File: config.mk
export PLATFORM = sky130hd
export DESIGN_NAME = alu_sequencer
export DESIGN_NICKNAME = d
export VERILOG_FILES = /design/src/rtl/alu_sequencer.sv
export SDC_FILE = /design/constraint.sdc
export NUM_CORES = 1
export LEC_CHECK = 0
export ABC_AREA = 1
export BUFFER_PORTS_ARGS = -buffer_cell sky130_fd_sc_hd__buf_2
export CAP_MARGIN = 10
export CORE_MARGIN = 2
export CORE_UTILIZATION = 45
export CTS_BUF_LIST = sky130_fd_sc_hd__clkbuf_8 sky130_fd_sc_hd__clkbuf_16
export CTS_CLUSTER_SIZE = 30
export DETAILED_ROUTE_END_ITERATION = 12
export PLACE_DENSITY = 0.75
export REMOVE_ABC_BUFFERS = 1
export SETUP_SLACK_MARGIN = 0.2
export SLEW_MARGIN = 10
export SYNTH_ARGS = -nofsm -noshare
export SYNTH_HDL_FRONTEND = slang
export SYNTH_SLANG_ARGS = --single-unit
File: constraint.sdc
create_clock -name clk -period 1.35 [get_ports clk]
set_input_delay 0.0675 -clock clk [delete_from_list [all_inputs] [get_ports clk]]
set_output_delay 0.0675 -clock clk [all_outputs]
set_load 0.01 [all_outputs]
File: src/rtl/alu_sequencer.sv
// Round-robin arbiter and sequencer for a shared 4-bit ALU: accepts one request,
// holds operands for a settle window, captures the ALU outputs and returns a tagged response.
module alu_sequencer #(
    parameter int unsigned SETTLE_CYCLES = 1
) (
    input  logic       clk,
    input  logic       rst_n,
    input  logic       req0_valid,
    output logic       req0_ready,
    input  logic [1:0] req0_op,
    input  logic [3:0] req0_a,
    input  logic [3:0] req0_b,
    input  logic       req1_valid,
    output logic       req1_ready,
    input  logic [1:0] req1_op,
    input  logic [3:0] req1_a,
    input  logic [3:0] req1_b,
    output logic       rsp_valid,
    input  logic       rsp_ready,
    output logic       rsp_id,
    output logic [3:0] rsp_result,
    output logic       rsp_carry,
    output logic       rsp_gt,
    output logic       rsp_eq,
    output logic       rsp_lt,
    output logic       busy,
    output logic       alu_s0,
    output logic       alu_s1,
    output logic [3:0] alu_a,
    output logic [3:0] alu_b,
    input  logic [3:0] alu_sum,
    input  logic       alu_carry,
    input  logic       alu_gt,
    input  logic       alu_eq,
    input  logic       alu_lt,
    input  logic [3:0] alu_and
);

    localparam int unsigned CNT_W = 4;

    typedef enum logic [1:0] {
        IDLE   = 2'd0,
        SETTLE = 2'd1,
        RESP   = 2'd2
    } state_t;

    state_t             state;
    state_t             state_next;
    logic               prio;      // 0: req0 holds priority, 1: req1 holds priority
    logic [CNT_W-1:0]   cnt;
    logic               id_q;
    logic               grant0;
    logic               grant1;
    logic               accept;
    logic [1:0]         win_op;
    logic [3:0]         win_a;
    logic [3:0]         win_b;

    // State register
    always_ff @(posedge clk) begin
        if (!rst_n) begin
            state <= IDLE;
        end else begin
            state <= state_next;
        end
    end

    // Next state and grant decode; grants are gated by reset so no handshake completes under it
    always_comb begin
        state_next = state;
        grant0     = 1'b0;
        grant1     = 1'b0;
        case (state)
            IDLE: begin
                grant0 = rst_n && req0_valid && (!prio || !req1_valid);
                grant1 = rst_n && req1_valid && (prio || !req0_valid);
                if (grant0 || grant1) begin
                    state_next = SETTLE;
                end
            end
            SETTLE: begin
                if (cnt == CNT_W'(1)) begin
                    state_next = RESP;
                end
            end
            RESP: begin
                if (rsp_ready) begin
                    state_next = IDLE;
                end
            end
            default: state_next = IDLE;
        endcase
    end

    assign req0_ready = grant0;
    assign req1_ready = grant1;
    assign accept     = grant0 || grant1;
    assign win_op     = grant1 ? req1_op : req0_op;
    assign win_a      = grant1 ? req1_a  : req0_a;
    assign win_b      = grant1 ? req1_b  : req0_b;

    // Operand launch, settle count and result capture
    always_ff @(posedge clk) begin
        if (!rst_n) begin
            prio       <= 1'b0;
            cnt        <= '0;
            id_q       <= 1'b0;
            busy       <= 1'b0;
            alu_s0     <= 1'b0;
            alu_s1     <= 1'b0;
            alu_a      <= '0;
            alu_b      <= '0;
            rsp_valid  <= 1'b0;
            rsp_id     <= 1'b0;
            rsp_result <= '0;
            rsp_carry  <= 1'b0;
            rsp_gt     <= 1'b0;
            rsp_eq     <= 1'b0;
            rsp_lt     <= 1'b0;
        end else begin
            busy      <= (state_next != IDLE);
            rsp_valid <= (state_next == RESP);
            if (accept) begin
                prio   <= grant0;
                id_q   <= grant1;
                alu_s1 <= win_op[1];
                alu_s0 <= win_op[0];
                alu_a  <= win_a;
                alu_b  <= win_b;
                cnt    <= CNT_W'(SETTLE_CYCLES);
            end
            if (state == SETTLE) begin
                cnt <= cnt - CNT_W'(1);
                if (cnt == CNT_W'(1)) begin
                    rsp_id     <= id_q;
                    rsp_result <= (alu_s1 && alu_s0) ? alu_and : alu_sum;
                    rsp_carry  <= alu_carry;
                    rsp_gt     <= alu_gt;
                    rsp_eq     <= alu_eq;
                    rsp_lt     <= alu_lt;
                end
            end
        end
    end

endmodule

==> flow_metrics.py <==
metrics = {
    "clocking": {
        "cts_max_path_buffers": 2,
        "htreeDepth": 2,
        "numClockSinks": 29,
        "cts_tree": "built",
        "clk_pin_slew_ps": 60,
        "numCtsBuffers": 5,
        "clk_root_buffer_cell": "clkbuf_8",
        "worstSkewPairLatency_ps": 280,
        "cts_hold_buf": 0,
    },
    "drt": {
        "drt_iter0_drc": 115,
        "vias": 1627,
        "wl_per_cell_um": 12.4,
        "viasPerCell": 4.87,
        "routed_wl_mm": 4.13,
        "dr.pass1.iters": 5,
        "antenna_left": 0,
        "drcViolationCount": 0,
    },
    "timing": {
        "worstMarginPinSlew_ps": 269,
        "setup_viol": 0,
        "rsz0062_at_grt": "yes",
        "fin_hold_ws_ps": 17.0,
        "finalSetupTns_ps": 0,
        "min_period_ps": 1280,
        "finalHoldViolCount": 0,
        "slew_headroom_pct": 82.0,
        "drv_slew": 0,
        "finalCritPeriodShare_pct": 94.9,
        "fmax_ghz": 0.780,
        "skew_ps": 6.06,
    },
    "die": {
        "start_util_pct": 46.7,
        "rows": 21,
        "dieWidth_um": 62.6,
        "die_h_um": 62.6,
        "io_pins": 60,
        "coreArea_mm2": 0.00331,
        "die-area_mm2": 0.00392,
    },
    "run": {
        "cap_viol_max_count": 0,
    },
    "finish": {
        "num_antenna_cells": 0,
        "layout.cells.non_filler": 334,
        "fin_area_mm2": 0.00227,
        "drive_gt1_share_pct": 51.4,
        "area_delta_synth_final_pct": 47.2,
        "final_util_pct": 68.7,
        "num-nets-final": 326,
    },
    "synthesis": {
        "synth_seq_cells": 29,
        "ys_seq_area_share_pct": 37.6,
        "avgSynthCellArea_um2": 7.57,
        "syn_inst": 204,
        "yosys_warnings": 0,
        "ys_types": 28,
        "syn-cell-area_mm2": 0.00155,
    },
    "placement": {
        "dp.cells": 313,
        "gp_congestion": 0.782,
        "port_buffers": 59,
        "hpwlAfterDp_mm": 2.57,
        "post_dp_cell_area_mm2": 0.00193,
    },
    "global_route": {
        "grt_pass1_wl_mm": 6.71,
        "grt_usage_pct": 21.2,
        "grt_pass1_vias": 1555,
        "grt_max_degree": 16,
        "antenna_found_initial": 0,
        "grt-ovfl-total": 0,
    },
    "critical_path": {
        "critPathArrivalTime_ps": 1210,
        "cp-end-kind": "primary output",
        "start_kind": "flop",
        "worstPathMaxFanout": 3,
        "required_ps": 1280,
        "worstSetupPathType": "flop to primary output",
    },
    "power_and_ir_drop": {
        "p_per_area_mw_per_mm2": 999,
        "p_leak_nw": 1.19,
        "vdd.ir_drop.worst_mv": 0.577,
    },
    "outcome": {
        "outcome": "finished clean",
    },
    "hold_path": {
        "hp-class": "primary input to flop",
    },
}
## cell usage after synthesis
cell | number | area share (%)
clkbuf_1 | 1 | 0.24
o21ai_0 | 12 | 3.9
dfxtp_1 | 29 | 38
a21oi_2 | 10 | 5.7
nor2_8 | 1 | 1.3
nand4_1 | 13 | 5.3
nand3_1 | 9 | 2.9
inv_2 | 2 | 0.49
buf_1 | 2 | 0.49
nand2_4 | 1 | 0.73
buf_2 | 2 | 0.65
clkinv_1 | 2 | 0.49
nand3b_1 | 1 | 0.49
o31ai_1 | 1 | 0.49
nor2_4 | 2 | 1.5
nand3_2 | 10 | 6.5
buf_8 | 1 | 0.97
inv_1 | 32 | 7.8
a21oi_1 | 3 | 0.97
or2_0 | 1 | 0.41
nand2_1 | 41 | 10
ha_1 | 2 | 1.6
inv_4 | 2 | 0.81
buf_6 | 2 | 1.5
nor2_1 | 18 | 4.4
nand2_2 | 1 | 0.41
nand3_4 | 2 | 2.3
a31oi_1 | 1 | 0.41
## worst paths after layout
check	depth (start not counted)	slack, ps	to	start
hold / removal	3	20	rsp_lt	alu_lt
setup / recovery	5	70	req1_ready	state[1]
setup reg to reg	8	90	rsp_eq	state[0]
hold reg to reg	2	470	id_q	id_q
## timing repair
action,4_1_cts,5_1_grt
resized for setup,47,9
pin swaps,6,4
buffers inserted,12,1
setup endpoints to repair,30,31
gates cloned,0,0
## worst max-delay path, cell delays in order (launching register included)
cell and delay, ps:
dfxtp_4 360, nor2_4 200, nand3_4 100, buf_6 140, inv_4 40, buf_6 90
## layout by cell type, fill, tap and decap left out, types with 2 or more instances in the layout
cell	netlist	layout
dfxtp_1	29	25
inv_6	0	2
inv_2	2	3
nand4_1	13	13
clkinv_2	0	2
nand3_4	2	3
clkinv_1	2	2
o21ai_0	12	7
nor2_2	0	3
o21ai_2	0	3
buf_4	0	14
nand2_2	1	9
dfxtp_2	0	2
inv_1	32	28
buf_6	2	13
a21oi_2	10	10
nand2_1	41	33
inv_4	2	4
buf_2	2	57
clkbuf_8	0	5
nand3_2	10	10
dfxtp_4	0	2
nor2_4	2	2
a21oi_1	3	3
o21ai_1	0	2
nor2_1	18	15
nand3_1	9	8
## routing by layer
metal / track usage, % / wire length, µm
met1: 26.9 / 1740
met2: 35.5 / 2050
met3: 3.78 / 257
met4: 8.89 / 85
met5: 0 / 0
## stage by stage
stage / worst slack [ps] / total power, mW
global route: 25.2 / 2.38
floorplan: -20.0 / 1.26
CTS: 95.8 / 2.24
global placement: 93.3 / 1.46
detailed placement: 15.4 / 1.47
finish: 68.4 / 2.27
## kinds of logic (layout without fill, tap and decap cells)
| group | Yosys count | after routing | synth area share, % |
|---|---|---|---|
| flops | 29 | 29 | 37.6 |
| buf+inv | 46 | 130 | 13.4 |
| fa+ha+maj | 2 | 2 | 1.62 |
| compound gates | 27 | 27 | 11.4 |
| simple gates | 100 | 100 | 36.0 |
## sequential cells by signal (all words and copies together), names as in the netlist, 2 cells and up
| signal | count |
|---|---|
| rsp_result | 4 |
| alu_a | 4 |
| alu_b | 4 |
| state | 2 |
| cnt | 4 |
## power by group
| part | total (mW) | leakage, nW | switching (mW) | internal, mW |
|---|---|---|---|---|
| Combinational | 0.629 | 0.903 | 0.346 | 0.283 |
| Clock | 0.676 | 0.0491 | 0.327 | 0.349 |
| Sequential | 0.968 | 0.239 | 0.0473 | 0.921 |
## cell type report
class                           instances  area, µm²
Tap cell                               46       57.6
Fill cell                             292       1040
Clock buffer                            5       68.8
Clock inverter                          3       13.8
Inverter                               38        163
Multi-Input combinational cell        129        845
Sequential cell                        29        591
Timing Repair Buffer                   84        537
Power figures use the tool's default switching activity.
